--- config.mk ---
export PLATFORM = sky130hd
export DESIGN_NAME = legv8_cache_tag_ctrl
export DESIGN_NICKNAME = d
export VERILOG_FILES = /design/src/rtl/legv8_cache_tag_ctrl.sv
export SDC_FILE = /design/constraint.sdc
export NUM_CORES = 2
export LEC_CHECK = 0
export ABC_AREA = 1
export ABC_CLOCK_PERIOD_IN_PS = 8800
export CAP_MARGIN = 20
export CORE_MARGIN = 5
export CORE_UTILIZATION = 50
export CTS_CLUSTER_DIAMETER = 50
export DETAILED_ROUTE_END_ITERATION = 7
export PLACE_DENSITY = 0.72
export SYNTH_ARGS = -nofsm -noshare
export SYNTH_HDL_FRONTEND = slang
export SYNTH_SLANG_ARGS = --single-unit
--- constraint.sdc ---
create_clock -name clk -period 8.8 [get_ports clk]
set_input_delay 0.88 -clock clk [delete_from_list [all_inputs] [get_ports clk]]
set_output_delay 0.88 -clock clk [all_outputs]
set_load 0.01 [all_outputs]
--- src/rtl/legv8_cache_tag_ctrl.sv ---
// N-way set-associative tag store and miss controller for the LEGv8 data path.
// Holds valid bits and tags only; block data stays in the memory model.
module legv8_cache_tag_ctrl #(
  parameter int  ADDR_W   = 64,
  parameter int  INDEX_W  = 4,
  parameter int  OFFSET_W = 3,
  parameter int  WAYS     = 2,
  localparam int WAY_W    = $clog2(WAYS)
) (
  input  logic              clk,
  input  logic              rst,
  input  logic              req_valid,
  output logic              req_ready,
  input  logic [ADDR_W-1:0] req_addr,
  input  logic              flush,
  output logic              resp_valid,
  output logic              resp_hit,
  output logic [WAY_W-1:0]  resp_way,
  output logic              mem_req,
  output logic [ADDR_W-1:0] mem_addr,
  input  logic              mem_ack,
  output logic              busy
);

  localparam int SETS  = 2 ** INDEX_W;
  localparam int TAG_W = ADDR_W - INDEX_W - OFFSET_W;
  localparam logic [ADDR_W-1:0] OFFSET_MASK = ADDR_W'((64'd1 << OFFSET_W) - 64'd1);

  typedef enum logic [1:0] {IDLE, LOOKUP, MISS, FLUSH} state_e;

  state_e                     state_q;
  logic [ADDR_W-1:0]          addr_q;
  logic [SETS-1:0][WAYS-1:0]  valid_q;
  logic [SETS-1:0][WAY_W-1:0] ptr_q;
  logic [TAG_W-1:0]           tag_mem_q [SETS][WAYS];
  logic                       flush_pending_q;
  logic [INDEX_W-1:0]         flush_idx_q;
  logic                       resp_valid_q;
  logic                       resp_hit_q;
  logic [WAY_W-1:0]           resp_way_q;
  logic                       mem_req_q;
  logic [ADDR_W-1:0]          mem_addr_q;

  logic [TAG_W-1:0]   cur_tag;
  logic [INDEX_W-1:0] cur_idx;
  logic               hit;
  logic [WAY_W-1:0]   hit_way;
  logic [WAY_W-1:0]   victim;
  logic               set_full;

  assign cur_tag  = addr_q[ADDR_W-1 -: TAG_W];
  assign cur_idx  = addr_q[OFFSET_W +: INDEX_W];
  assign set_full = &valid_q[cur_idx];

  // Walking from the top way down lets the lowest matching / invalid way win.
  always_comb begin
    // NOTE: every always_comb output gets a default first so no path can infer a latch.
    hit     = 1'b0;
    hit_way = '0;
    victim  = ptr_q[cur_idx];
    for (int w = WAYS - 1; w >= 0; w--) begin
      if (valid_q[cur_idx][w] && (tag_mem_q[cur_idx][w] == cur_tag)) begin
        hit     = 1'b1;
        hit_way = WAY_W'(w);
      end
      if (!valid_q[cur_idx][w]) begin
        victim = WAY_W'(w);
      end
    end
  end

  // NOTE: the tag array has no reset; valid bits alone decide whether a tag means anything.
  always_ff @(posedge clk) begin
    if (state_q == MISS && mem_ack) begin
      tag_mem_q[cur_idx][victim] <= cur_tag;
    end
  end

  // NOTE: all sequential state uses non-blocking assignments so every register sees pre-edge values.
  always_ff @(posedge clk or posedge rst) begin
    if (rst) begin
      state_q         <= IDLE;
      addr_q          <= '0;
      valid_q         <= '0;
      ptr_q           <= '0;
      flush_pending_q <= 1'b0;
      flush_idx_q     <= '0;
      resp_valid_q    <= 1'b0;
      resp_hit_q      <= 1'b0;
      resp_way_q      <= '0;
      mem_req_q       <= 1'b0;
      mem_addr_q      <= '0;
    end else begin
      resp_valid_q <= 1'b0;
      if (flush) begin
        flush_pending_q <= 1'b1;
      end
      case (state_q)
        IDLE: begin
          if (flush || flush_pending_q) begin
            state_q     <= FLUSH;
            flush_idx_q <= '0;
          end else if (req_valid) begin
            addr_q  <= req_addr;
            state_q <= LOOKUP;
          end
        end
        LOOKUP: begin
          if (hit) begin
            resp_valid_q <= 1'b1;
            resp_hit_q   <= 1'b1;
            resp_way_q   <= hit_way;
            state_q      <= IDLE;
          end else begin
            mem_req_q  <= 1'b1;
            mem_addr_q <= addr_q & ~OFFSET_MASK;
            state_q    <= MISS;
          end
        end
        MISS: begin
          if (mem_ack) begin
            valid_q[cur_idx][victim] <= 1'b1;
            // Round-robin only advances when an existing line had to be evicted.
            if (set_full) begin
              ptr_q[cur_idx] <= ptr_q[cur_idx] + WAY_W'(1);
            end
            mem_req_q    <= 1'b0;
            resp_valid_q <= 1'b1;
            resp_hit_q   <= 1'b0;
            resp_way_q   <= victim;
            state_q      <= IDLE;
          end
        end
        FLUSH: begin
          valid_q[flush_idx_q] <= '0;
          ptr_q[flush_idx_q]   <= '0;
          flush_idx_q          <= flush_idx_q + INDEX_W'(1);
          if (flush_idx_q == INDEX_W'(SETS - 1)) begin
            state_q         <= IDLE;
            flush_pending_q <= 1'b0;
          end
        end
        default: state_q <= IDLE;
      endcase
    end
  end

  assign req_ready  = (state_q == IDLE) && !flush_pending_q && !flush;
  assign busy       = (state_q != IDLE);
  assign resp_valid = resp_valid_q;
  assign resp_hit   = resp_hit_q;
  assign resp_way   = resp_way_q;
  assign mem_req    = mem_req_q;
  assign mem_addr   = mem_addr_q;

endmodule

==> summary.txt <==
Outcome
  • Run status: completed

Logic synthesis
  • Synth cell types: 35
  • FF+latch count, synth: ~2000
  • Mapped Cells: around 7700
  • Number of synthesized flops with an enable pin: 1824
  • Register area share after synthesis: roughly 72%
  • Synthesized area: 82300 sq um
  • Avg Cell Area, Syn: between 10 and 15 sq um
  • Synth Flop Type: edfxtp_1
  • Ys Warns: 0
  • Asr flop ratio synth: around 9%

Clock tree
  • CTS tree: yes
  • Post-cts resize count: 0
  • Clock Path Buffers: 3
  • CTS sink cnt: between 2000 and 2500
  • CTS root buf: clkbuf_16
  • Reg clk slew, reported paths: around 60 ps
  • Total CTS buffers: between 150 and 200
  • Number of post-CTS setup repair buffers: 0
  • H-tree levels: 4
  • Cts hold-fix bufs: 0
  • Worst-Skew Late Latency: slightly above 800 ps

GRT
  • Grt met3 use: between 4 and 5%
  • GRT met1 Usage: a little over a third
  • Largest net degree at the start of global routing: around 150
  • GRT Total Usage: about 27%
  • GRT busiest layer: met2
  • Total gr overflow: 0
  • GRT met2 Usage: a little over two fifths
  • Number of antenna violations at the first check in global routing: 1
  • Global-route wire length before repair: ~350000 um
  • Number of global-route vias before repair: between 50000 and 60000

Worst setup path
  • Worst endpoint required time: between 9000 and 10000 ps
  • Worst Path Buf+Inv: 5
  • Critical path fanouts, max: a little over 90
  • WP data arrival: about 6600 ps
  • Worst stage delay on the critical path: 890 ps
  • Crit. End Element: flop
  • Worst path slowest cell: buf_4
  • Crit Path Category: flop to flop
  • Most common cell on crit path: nand2_1
  • Worst Setup Start Kind: flop
  • Cells along the critical path: inv_8, nor2_4, buf_4, nand2_1, nand4_1, nand2_1, nand2_1, inv_1, a21oi_1, nand2_1, buf_4, nor2_4, buf_4
  • CP top delay family: simple AND/OR/NAND/NOR gates

Detailed routing
  • Via-per-instance ratio: about 5.6
  • DR vias: about 57000
  • Antenna viol nets, final: 0
  • DRC: 0
  • DR iter-0 viols: ~7200
  • DR WL/cell: 23.3 um
  • Drt first pass iters: 5
  • Final wirelength: 238000 um

Placed design
  • HPWL after DPL: 127000 um
  • Routability Congestion: between 0.8 and 0.9
  • PortBufs: 132
  • Placed inst area: about 86000 sq um
  • Pre-CTS setup slack: 2830 ps

Pwr
  • P per Cell Area: around 240 nW/um^2
  • LEAKAGE: between 30 and 40 nW
  • Peak supply drop: 159 uV

Finish
  • Design area: 92600 sq um
  • Area occupied by multi-input gates: around 21000 sq um
  • # fillers: between 10000 and 15000
  • Commonest non-fill, non-tap cells in the layout: 4190 x nand2_1, 1824 x edfxtp_1, 307 x o21ai_0, 278 x nor2_1, 198 x nand3_1
  • Area grow syn2layout: 12.5%
  • NumNets Final: 7937
  • Commonest non-fill, non-tap cell in the layout: nand2_1
  • Register Area: roughly 59000 sq um
  • Layout cell share with drive strength beyond 1: between 5 and 6%

STA
  • Relative slew slack: between 20% and 30%
  • Fmax: 164 MHz
  • Endpoints failing hold: 0
  • Setup TNS: 0 ps
  • Worst slew pin tran: 1170 ps
  • Setup violators final: 0
  • Skew final: between 30 and 40 ps
  • Tcrit/Tclk final: between 60% and 70%
  • RSZ-0062 raised after global routing: false
  • Max Slew Vio Count: 0
  • Setup ws final: approximately 2700 ps
  • Tmin final: roughly 6100 ps

Floorplanning
  • IO Count: between 100 and 150
  • Placeable Area: between 150000 and 200000 sq um
  • Initial Util: roughly half
  • Row count: around 150
  • Die W: between 400 and 500 um
  • Die Height: roughly 420 um
  • Full die area: ~170000 sq um

Run
  • Max-cap violations: 0

Worst hold path
  • Class of the worst hold path: flop to flop
## worst paths after layout
kind | end | startpoint | slack (ps) | depth (start not counted)
max in group asynchronous | mem_addr[14] | rst | 6860 | 3
setup reg to reg | tag_mem_q[2][3] | addr_q[4] | 2680 | 13
hold reg to reg | resp_way | resp_way | 490 | 2
min in group asynchronous | mem_addr[6] | rst | 550 | 2
hold / removal | resp_way | resp_way | 490 | 2
setup / recovery | tag_mem_q[2][3] | addr_q[4] | 2680 | 13
## tightest hold or removal path: cells and delay by family (launching register included)
kind	cells	cell delay [ps]
AND/OR/NAND/NOR	2	110
flip-flops	1	340
## per-stage QoR
| step | utilization, % | total power, W | hold slack (ps) | cells |
|---|---|---|---|---|
| global placement | 52.6 | 0.0140 | 470 | 9854 |
| floorplan | - | 0.0128 | 464 | 7744 |
| finish | 56.3 | 0.0219 | 487 | 10212 |
| CTS | 56.3 | 0.0220 | 491 | 10209 |
| detailed placement | 52.6 | 0.0140 | 475 | 9854 |
| global route | 56.3 | 0.0227 | 512 | 10211 |
## cell usage after synthesis (2+ instances only)
cell type  number  area (sq um)
o21ai_1         7          35.0
nor2_1        314          1180
o21ai_0       307          1540
nand3_1       198           991
dfrtp_1       181          4530
o31ai_1         3          22.5
inv_1         123           462
clkbuf_1       75           282
ha_1            8           100
a21oi_1       131           656
edfxtp_1     1824         54800
nor3_1          5          25.0
nand4_1        44           275
o22ai_1         2          12.5
inv_2           7          26.3
buf_4          11          82.6
nor3b_1         2          15.0
buf_2         246          1230
nand2_2         4          25.0
a32o_1          2          20.0
a22oi_1        18           135
buf_1          27           101
nand2_1      4191         15700
## layer usage
layer / routed length, um / part of all wire, % / vias up
li1: - / - / 25912
met1: 87500 / 37 / 27447
met2: 111000 / 47 / 3241
met3: 24500 / 10 / 626
met4: 15400 / 6.5 / 2
met5: 11 / 0.0046 / -
## registers in the layout, summed over array words and instances, names as in the netlist
| register | flops |
|---|---|
| resp_way | 1 |
| ptr_q | 16 |
| resp_valid | 1 |
| state_q | 2 |
| mem_req | 1 |
| tag_mem_q | 1824 |
| resp_hit | 1 |
| valid_q | 32 |
| mem_addr | 61 |
| addr_q | 61 |
| flush_pending_q | 1 |
| flush_idx_q | 4 |
## layout make-up
type / instances / share of cell area [%]
inverters: 131 / 0.574
clock buffers: 252 / 5.62
repair buffers: 284 / 3.05
diodes: 1 / 0.00270
flip-flops and latches: 2005 / 64.0
well taps: 2189 / 2.96
clock inverters: 103 / 0.982
multi-input cells: 5247 / 22.8
## cells by family (layout without fill, tap and decap cells)
| group | count (synthesis) | in the layout | synth area share, % |
|---|---|---|---|
| AND/OR/NAND/NOR | 4760 | 4760 | 22.2 |
| flip-flops | 2005 | 2005 | 72.0 |
| buffers and inverters | 492 | 770 | 2.68 |
| AO/OA/AOI/OAI | 475 | 475 | 2.99 |
| adder cells (fa/ha/maj) | 8 | 8 | 0.122 |
| other | 1 | 4 | 0.00455 |
| multiplexers | 1 | 1 | 0.0137 |
## power by group
| group | switching [W] | total, W | internal [W] | leakage [nW] |
|---|---|---|---|---|
| Clock | 0.00352 | 0.00807 | 0.00455 | 3.00 |
| Sequential | 0.000205 | 0.0110 | 0.0108 | 18.1 |
| Combinational | 0.00199 | 0.00288 | 0.000891 | 15.1 |
| Total | 0.00572 | 0.0219 | 0.0162 | 36.2 |
(Power assumes the default switching activity.)
